## config.mk

```make
export PLATFORM = sky130hd
export DESIGN_NAME = grf_wb_arbiter
export DESIGN_NICKNAME = d
export VERILOG_FILES = /design/src/rtl/grf_wb_arbiter.sv
export SDC_FILE = /design/constraint.sdc
export NUM_CORES = 1
export LEC_CHECK = 0
export ABC_AREA = 1
export BUFFER_PORTS_ARGS = -buffer_cell sky130_fd_sc_hd__buf_2
export CORE_MARGIN = 2
export CORE_UTILIZATION = 40
export DETAILED_ROUTE_END_ITERATION = 7
export GPL_TIMING_DRIVEN = 0
export PLACE_DENSITY_LB_ADDON = 0.3
export SKIP_LAST_GASP = 1
export SLEW_MARGIN = 15
export SYNTH_ARGS = -nofsm -noshare
export SYNTH_HDL_FRONTEND = slang
export SYNTH_SLANG_ARGS = --single-unit
```

## constraint.sdc

```tcl
create_clock -name clk -period 1.9 [get_ports clk]
set_input_delay 0.095 -clock clk [delete_from_list [all_inputs] [get_ports clk]]
set_output_delay 0.095 -clock clk [all_outputs]
set_load 0.1 [all_outputs]
```

## src/rtl/grf_wb_arbiter.sv

```systemverilog
// Purpose: owns the GRF write port and shares it between the W stage (priority) and a queued MDU result path.
// Latency: grf_* registered, 1 cycle from the selecting edge; MDU results reach the GRF no earlier than 2 cycles after acceptance.
// Backpressure: m_ready low only when the FIFO is full (or in reset); the W stage is never stalled.
// Optional build macro GRF_WB_TRACE_EN adds a write trace and a refused-cycle counter; ports are unchanged.
module grf_wb_arbiter #(
    parameter int DEPTH = 2,
    parameter int AW    = 5,
    parameter int DW    = 32
) (
    input  logic          clk,
    input  logic          reset,
    input  logic          p_we,
    input  logic [AW-1:0] p_addr,
    input  logic [DW-1:0] p_data,
    input  logic [DW-1:0] p_pc,
    input  logic          m_valid,
    output logic          m_ready,
    input  logic [AW-1:0] m_addr,
    input  logic [DW-1:0] m_data,
    input  logic [DW-1:0] m_pc,
    input  logic [AW-1:0] q_addr1,
    input  logic [AW-1:0] q_addr2,
    output logic [1:0]    q_hit,
    output logic          grf_we,
    output logic [AW-1:0] grf_a3,
    output logic [DW-1:0] grf_wd,
    output logic [DW-1:0] grf_pc
);
    localparam int          PW   = $clog2(DEPTH);
    localparam logic [PW:0] FULL = (PW+1)'(DEPTH);
    localparam logic [PW:0] CONE = 1;
    localparam logic [PW-1:0] PONE = 1;

    typedef struct packed {
        logic [AW-1:0] addr;
        logic [DW-1:0] data;
        logic [DW-1:0] pc;
    } ent_t;

    ent_t            mem [DEPTH];
    logic [DEPTH-1:0] vld, vld_nxt;
    logic [PW-1:0]   rd_ptr, wr_ptr;
    logic [PW:0]     count, count_nxt;
    logic            p_live, deq, enq;

    // Slot arbitration, FIFO handshake and next-state of the entry bookkeeping.
    always_comb begin
        p_live  = p_we && (p_addr != '0);
        deq     = !p_live && (count != '0);
        m_ready = reset && (count != FULL);
        // $0 results are acknowledged but never occupy an entry.
        enq     = m_valid && m_ready && (m_addr != '0);
        vld_nxt = vld;
        // A W-stage write makes any queued older result to the same register obsolete.
        if (p_live) begin
            for (int i = 0; i < DEPTH; i++) begin
                if (mem[i].addr == p_addr) vld_nxt[i] = 1'b0;
            end
        end
        if (deq) vld_nxt[rd_ptr] = 1'b0;
        // Applied after the kill: a result arriving this edge is not yet live.
        if (enq) vld_nxt[wr_ptr] = 1'b1;
        count_nxt = count;
        if (enq && !deq)      count_nxt = count + CONE;
        else if (!enq && deq) count_nxt = count - CONE;
    end

    // Decode hazard query over live entries; $0 never hits.
    always_comb begin
        q_hit = 2'b00;
        for (int i = 0; i < DEPTH; i++) begin
            if (vld[i] && (q_addr1 != '0) && (mem[i].addr == q_addr1)) q_hit[0] = 1'b1;
            if (vld[i] && (q_addr2 != '0) && (mem[i].addr == q_addr2)) q_hit[1] = 1'b1;
        end
    end

    // FIFO storage, pointers and occupancy.
    always_ff @(posedge clk or negedge reset) begin
        if (!reset) begin
            for (int i = 0; i < DEPTH; i++) mem[i] <= '0;
            vld    <= '0;
            rd_ptr <= '0;
            wr_ptr <= '0;
            count  <= '0;
        end else begin
            if (enq) begin
                mem[wr_ptr] <= '{addr: m_addr, data: m_data, pc: m_pc};
                wr_ptr      <= wr_ptr + PONE;
            end
            if (deq) rd_ptr <= rd_ptr + PONE;
            vld   <= vld_nxt;
            count <= count_nxt;
        end
    end

    // Registered GRF write port; a killed head still consumes its slot with the enable low.
    always_ff @(posedge clk or negedge reset) begin
        if (!reset) begin
            grf_we <= 1'b0;
            grf_a3 <= '0;
            grf_wd <= '0;
            grf_pc <= '0;
        end else if (p_live) begin
            grf_we <= 1'b1;
            grf_a3 <= p_addr;
            grf_wd <= p_data;
            grf_pc <= p_pc;
        end else if (deq) begin
            grf_we <= vld[rd_ptr];
            grf_a3 <= mem[rd_ptr].addr;
            grf_wd <= mem[rd_ptr].data;
            grf_pc <= mem[rd_ptr].pc;
        end else begin
            grf_we <= 1'b0;
        end
    end

`ifdef GRF_WB_TRACE_EN
    logic [31:0] stall_cnt;

    // Counts cycles where an MDU result was offered but refused.
    always_ff @(posedge clk or negedge reset) begin
        if (!reset) stall_cnt <= '0;
        else if (m_valid && !m_ready) stall_cnt <= stall_cnt + 32'd1;
    end

    // Trace every committed register write.
    always_ff @(posedge clk) begin
        if (grf_we) $display("%d@%h: $%d <= %h", $time, grf_pc, grf_a3, grf_wd);
    end

    final $display("grf_wb_arbiter stall_cnt=%0d", stall_cnt);
`else
`endif

endmodule

```

==> out/results.ini, run 1 <==
[route]
dr_total_vias = 9881
drt_first_pass_iters = 7
avgViaCountPerCell = 4.93
drt_iter0_drc = 622
drc_errors = 0
wl_um = 32500
wire_per_inst_um = 16.2
drtAntennaViolNets = 0

[sta]
slew_headroom = 0.565
setup_viol = 0
finalCritPeriodShare = 0.950
fmax_mhz = 554
finalCriticalPeriod_ns = 1.81
rsz0062_at_grt = yes
finalClockSkew_ns = 0.0148
worstMarginPinSlew_ns = 0.653
tns_ns = 0
final_max_slew_viol_count = 0
hold_viol_final = 0

[clock_network]
path_clk_slew_ns = 0.06
cts.sinks = 214
clock_latency_ns = 0.52
root_buffer = clkbuf_16
clk_path_buf_depth = 3
htreeDepth = 1
cts_made_buffers = 25
tritoncts = yes

[cells_and_area]
final_cells = 2003
fin_area_um2 = 14700
final_core_util = 0.580
area_delta_synth_final_pct = 41.9
fin_nets = 1807
drive_above_1_share = 0.290
fillers = 2269

[worst_setup_path]
r2r_cells = 7
r2r_slack_ns = 0.13
crit_path_end_kind = output pin
cp.arrival_ns = 1.71
worstPathMaxFanout = 5
worst_ep_required_time_ns = 1.80
r2r_start = count[0]$_DFFE_PN0P_
reg2reg_to = grf_wd[30]$_DFFE_PN0P_
critPathLaunchType = register
critical_path_class = register to output pin

[place]
dp.cells = 1804
io_buffer_count = 224
place_congestion = 0.771
dpl_cell_area_um2 = 12100
hpwlAfterDp_um = 20600

[synthesis]
synth_edf_count = 0
syn-cell-area_um2 = 10400
yosysSeqAreaShare = 0.517
yosys.area.top_type_share = 0.517
ys_ff_latch = 214
synthTopCellsByCount = nand2_1 (498), dfrtp_1 (214), inv_1 (88), o21ai_2 (81), nand3_1 (72)
synth_area_leader_cell = dfrtp_1
syn_inst = 1248
yosysMostFrequentCell = nand2_1
synth_nets = 1401
syn_area_per_cell_um2 = 8.30
synth_cell_type_count = 27
yosysWarnings = 0
async_reset_ff_frac = 1.00
yosys-top-cells-area = dfrtp_1 (52%), nand2_1 (18%), o21ai_2 (6.9%)
synth_ff_type = dfrtp_1

[die]
initial_core_util = 0.409
die_y_um = 165
die_area_um2 = 27200
dieWidth_um = 165
io_pins = 225
coreArea_um2 = 25300
rows = 58

[power]
p_clk_frac = 0.197
leakage_nw = 7.40
p_sw_mw = 12.2
vdd_ir_drop_max_v = 0.00149
power_frac_comb = 0.491
intPower_mw = 13.0
p_seq_frac = 0.312
p_sw_frac = 0.485
p_per_area_nw_per_um2 = 1720

[global_routing]
grt_pass1_wl_um = 50800
grt_overflow_total = 0
track_usage = 0.238
first_global_vias = 9909
grt_max_degree = 48
antenna_found_initial = 0

[status]
status = finished clean

[worst_hold_path]
hold_class = input pin to asynchronous set/reset pin

[job]
cap_viol_max_count = 0

## routing by layer
metal | vias to the layer above | GRT usage | routed length [µm]
met1 | 4720 | 0.307 | 13700
met5 | - | 0 | 0
li1 | 4775 | - | -
met2 | 319 | 0.414 | 16100
met3 | 67 | 0.0311 | 1720
met4 | 0 | 0.0814 | 966
## layout by cell type (no fill, tap or decap), types with 2 or more instances in the layout
cell / Yosys / routed
nand4_1: 10 / 10
buf_2: 22 / 236
bufinv_16: 0 / 3
clkinv_2: 0 / 5
buf_4: 2 / 8
inv_1: 88 / 87
xor2_1: 5 / 5
inv_4: 0 / 2
inv_2: 4 / 3
dfrtp_2: 0 / 7
o21ai_0: 17 / 16
nor2_1: 25 / 25
clkbuf_16: 0 / 25
buf_12: 0 / 6
nand3_1: 72 / 72
dfrtp_1: 214 / 207
buf_16: 0 / 6
nand2_1: 498 / 464
dlygate4sd3_1: 0 / 142
a21oi_1: 57 / 56
clkbuf_2: 0 / 2
o21ai_2: 81 / 81
clkbuf_4: 0 / 5
diode_2: 0 / 2
clkbuf_8: 0 / 6
nand2_2: 21 / 55
buf_1: 1 / 3
bufbuf_16: 0 / 2
clkbuf_1: 30 / 25
buf_6: 23 / 20
xnor2_1: 15 / 15
o211ai_1: 7 / 7
o21ai_1: 49 / 50
buf_8: 0 / 5
## worst max-delay path, stage by stage (launching register included)
cell,delay [ns]
dfrtp_2,0.45
xnor2_1,0.16
nand2_1,0.09
nor2_1,0.11
nand4_1,0.10
nand2_2,0.11
buf_12,0.17
## cell type report
cell class | instances | area [µm²] | share of cell area
Inverter | 92 | 350 | 0.0238
Clock inverter | 10 | 135 | 0.00920
Clock buffer | 34 | 719 | 0.0490
Buffer | 74 | 522 | 0.0355
Sequential cell | 214 | 5360 | 0.365
Antenna cell | 2 | 5.00 | 0.000341
Tap cell | 330 | 413 | 0.0281
Timing Repair Buffer | 383 | 2930 | 0.200
Multi-Input combinational cell | 864 | 4250 | 0.289
## through the flow
step | hold slack [ns] | total power, mW | setup WS (ns)
floorplan | -0.201 | 17.2 | -0.129
global placement | 0.313 | 19.6 | -3.45
detailed placement | -0.0385 | 19.8 | -0.716
CTS | 0.0123 | 25.2 | 0.0153
global route | 0.0183 | 26.7 | -0.0225
finish | 0.0118 | 25.3 | 0.0950
## logic make-up (layout without fill, tap and decap cells)
group,Yosys count,after routing,synth area share
simple gates,630,630,0.247
other cells,0,2,0
buf+inv,170,593,0.0817
fa+ha+maj,1,1,0.00121
xor+xnor,20,20,0.0169
compound gates,213,213,0.136
flops,214,214,0.517
## registers in the layout, indices dropped and copies added, names as in the netlist
register	count
wr_ptr	1
rd_ptr	1
grf_wd	32
count	2
vld	2
grf_a3	5
grf_pc	32
grf_we	1
mem	138
## worst max path at each step
stage / start / to / slack, ns / cells after the start
after floorplan: count[0]$_DFFE_PN0P_ / count[1]$_DFFE_PN0P_ / -0.13 / 9
after global placement: reset / mem[49]$_DFFE_PN0P_ / -3.45 / 6
after detailed placement: reset / mem[43]$_DFFE_PN0P_ / -0.72 / 8
after CTS: mem[65]$_DFFE_PN0P_ / q_hit[0] / 0.02 / 6
after global routing: mem[135]$_DFFE_PN0P_ / q_hit[1] / -0.02 / 7
final: mem[134]$_DFFE_PN0P_ / q_hit[0] / 0.09 / 6
## power groups by stage
stage / clock, mW / sequential (mW) / combinational [mW]
after global placement: 0 / 7.79 / 11.9
after CTS: 5.05 / 7.86 / 12.3
after floorplan: 0 / 12.1 / 5.09
after detailed placement: 0 / 7.84 / 12.0
final: 4.98 / 7.89 / 12.4
after global routing: 5.27 / 8.11 / 13.3
## what timing repair did
action	4_1_cts	5_1_grt
pin swaps	0	1
endpoints found under the hold margin	329	0
setup endpoints to repair	154	70
hold buffers	150	0
cloned	2	0
gates resized for setup	6	27
setup buffers	0	5
Power figures use the tool's default switching activity.
==> inputs of run 2 (changes only) <==
--- a/config.mk
+++ b/config.mk
@@ -12,6 +12,7 @@
 export DETAILED_ROUTE_END_ITERATION = 7
 export GPL_TIMING_DRIVEN = 0
 export PLACE_DENSITY_LB_ADDON = 0.3
+export SETUP_SLACK_MARGIN = 0.5
 export SKIP_LAST_GASP = 1
 export SLEW_MARGIN = 15
 export SYNTH_ARGS = -nofsm -noshare
==> run 2 against run 1 <==
Effect of this change: hold slack improved by 0.081 ns; design area increased by 26%; first-iteration DRC count rose by 50%; via count grew 11%; maximum frequency shrank 4.3%; clock skew rose by 0.012 ns; non-clock buffer count rose by 92; die area did not move; sequential power grew 9.0%; largest cell class is now non-clock buffers; critical endpoint unchanged; critical path depth rose by 1; utilization increased by 15 points; largest power group unchanged.
==> out/results.ini, run 2 (synthesis gave the netlist of run 1 again) <==
[status]
status = finished clean

[clock_network]
htreeDepth = 1  ; unchanged
cts_made_buffers = 25  ; unchanged
cts.sinks = 214  ; unchanged
root_buffer = clkbuf_16
path_clk_slew_ns = 0.06  ; about the same
clk_path_buf_depth = 3  ; unchanged
tritoncts = yes
clock_latency_ns = 0.54  ; +0.02 ns

[worst_hold_path]
holdCritStartpoint = p_we
hold_path_depth = 4
min_to = grf_a3[4]$_DFFE_PN0P_
hold_class = input pin to register

[die]
initial_core_util = 0.409  ; unchanged
io_pins = 225  ; unchanged
rows = 58  ; unchanged
die_area_um2 = 27200  ; unchanged
coreArea_um2 = 25300  ; unchanged
die_y_um = 165  ; unchanged
dieWidth_um = 165  ; unchanged

[route]
drtAntennaViolNets = 0  ; unchanged
wl_um = 41300  ; +27%
drc_errors = 0  ; unchanged
drt_iter0_drc = 932  ; +50%
wire_per_inst_um = 19.7  ; +22%
drt_first_pass_iters = 5  ; -2
dr_total_vias = 11000  ; +11%
avgViaCountPerCell = 5.24  ; +6.3%

[job]
cap_viol_max_count = 0  ; unchanged

[power]
p_per_area_nw_per_um2 = 1680  ; -2.3%
design_power_total_mw = 31.1  ; +23%
vdd_ir_drop_max_v = 0.00208  ; +40%
leakage_nw = 9.43  ; +27%

[worst_setup_path]
critical_path_class = register to output pin
crit_chain = clkbuf_8, xnor2_2, nand2_1, nor2_1, nand4_1, nand2_2, buf_12
worst_ep_required_time_ns = 1.80  ; about the same
reg2reg_to = mem[40]$_DFFE_PN0P_
r2r_slack_ns = 0.15  ; +0.02 ns
critPathLaunchType = register
cp.arrival_ns = 1.79  ; +0.08 ns
cp_slowest_stage_delay_ns = 0.39  ; -0.06 ns
worstPathMaxFanout = 5  ; unchanged
r2r_start = count[1]$_DFFE_PN0P_
crit_path_end_kind = output pin
r2r_cells = 8  ; +1
crit_path_top_delay_cell = dfrtp_1

[global_routing]
grt_max_degree = 50  ; +4.2%
grt_overflow_total = 0  ; unchanged
track_usage = 0.284  ; +0.0459
first_global_vias = 11100  ; +12%
antenna_found_initial = 1  ; +1
grt_pass1_wl_um = 59700  ; +18%

[cells_and_area]
fin_nets = 1900  ; +5.1%
top_regs = mem x138, grf_pc x32, grf_wd x32
layout_commonest_cell = nand2_1
final_cell_mix = nand2_1 (345), dfrtp_1 (211), buf_2 (163)
area_delta_synth_final_pct = 78.9
largest_reg_flops = 138  ; unchanged
regMostFlops = mem
fin_area_um2 = 18500  ; +26%
drive_above_1_share = 0.465  ; +0.175
final_cells = 2096  ; +4.6%
diodes = 0  ; -2
final_core_util = 0.731  ; +0.151

[sta]
slew_headroom = 0.301  ; -0.263
final_max_slew_viol_count = 0  ; unchanged
hold_viol_final = 0  ; unchanged
setup_viol = 0  ; unchanged
rsz0062_at_grt = yes
worstMarginPinSlew_ns = 1.05  ; +0.395 ns
finalCritPeriodShare = 0.993  ; +0.0426
fmax_mhz = 530  ; -4.3%
finalCriticalPeriod_ns = 1.89  ; +0.0810 ns
finalClockSkew_ns = 0.0266  ; +0.0118 ns
whs_ns = 0.0930  ; +0.0812 ns

[place]
place_congestion = 0.784  ; +1.6%
hpwlAfterDp_um = 20500  ; -0.30%
dp.cells = 1804  ; unchanged
io_buffer_count = 224  ; unchanged
dpl_cell_area_um2 = 12100  ; +0.22%

## run 2: stage by stage
step	TNS, ns	setup WS [ns]
finish	0	0.0140
global route	-0.0508	-0.0266
CTS	0	0.0428
detailed placement	-95.02	-0.718
global placement	-1138.37	-3.45
floorplan	-3.38	-0.128
## run 2: worst max path at each step
stage	from	to	cells after the start
finish	mem[133]$_DFFE_PN0P_	q_hit[0]	7
global route	mem[133]$_DFFE_PN0P_	q_hit[1]	7
floorplan	count[0]$_DFFE_PN0P_	count[1]$_DFFE_PN0P_	9
global placement	reset	mem[96]$_DFFE_PN0P_	8
detailed placement	reset	count[1]$_DFFE_PN0P_	11
CTS	mem[134]$_DFFE_PN0P_	q_hit[0]	7
## run 2: worst max-delay path: cells and delay by family (launching register included)
| kind | cells | cell delay [ns] |
|---|---|---|
| and+or+nand+nor | 4 | 0.41 |
| DFF | 1 | 0.39 |
| buffers and inverters | 2 | 0.34 |
| xor gates and xnor gates | 1 | 0.13 |
## run 2: final cells by class
class / instances / area (µm²)
Tap cell: 330 / 413
Buffer: 78 / 1010
Inverter: 92 / 378
Timing Repair Buffer: 471 / 4780
Fill cell: 1569 / 6800
Clock inverter: 8 / 80.1
Clock buffer: 38 / 714
Sequential cell: 214 / 5360
Timing Repair inverter: 1 / 16.3
Multi-Input combinational cell: 864 / 5770
## run 2: power by group
part           switching (mW)  internal, mW  leakage (nW)
Combinational            11.0          6.83          6.40
Sequential               1.99          6.60          2.65
Clock                    1.97          2.74         0.384
Total                    14.9          16.2          9.43
## run 2: what timing repair did
item	4_1_cts	5_1_grt
gates resized for setup	458	227
setup endpoints to repair	270	265
hold buffers	146	0
pin swaps	28	25
hold endpoints to repair	355	0
setup buffers	46	8
cloned	39	7
## run 2: per-layer routing
layer  wire, µm  vias up  share of wire  GRT usage
li1           -     4992              -          -
met1      16200     5397           0.39      0.356
met2      20900      464           0.51      0.505
met3       2470      134          0.060     0.0329
met4       1700        2          0.041      0.104
met5         11        -        0.00027          0
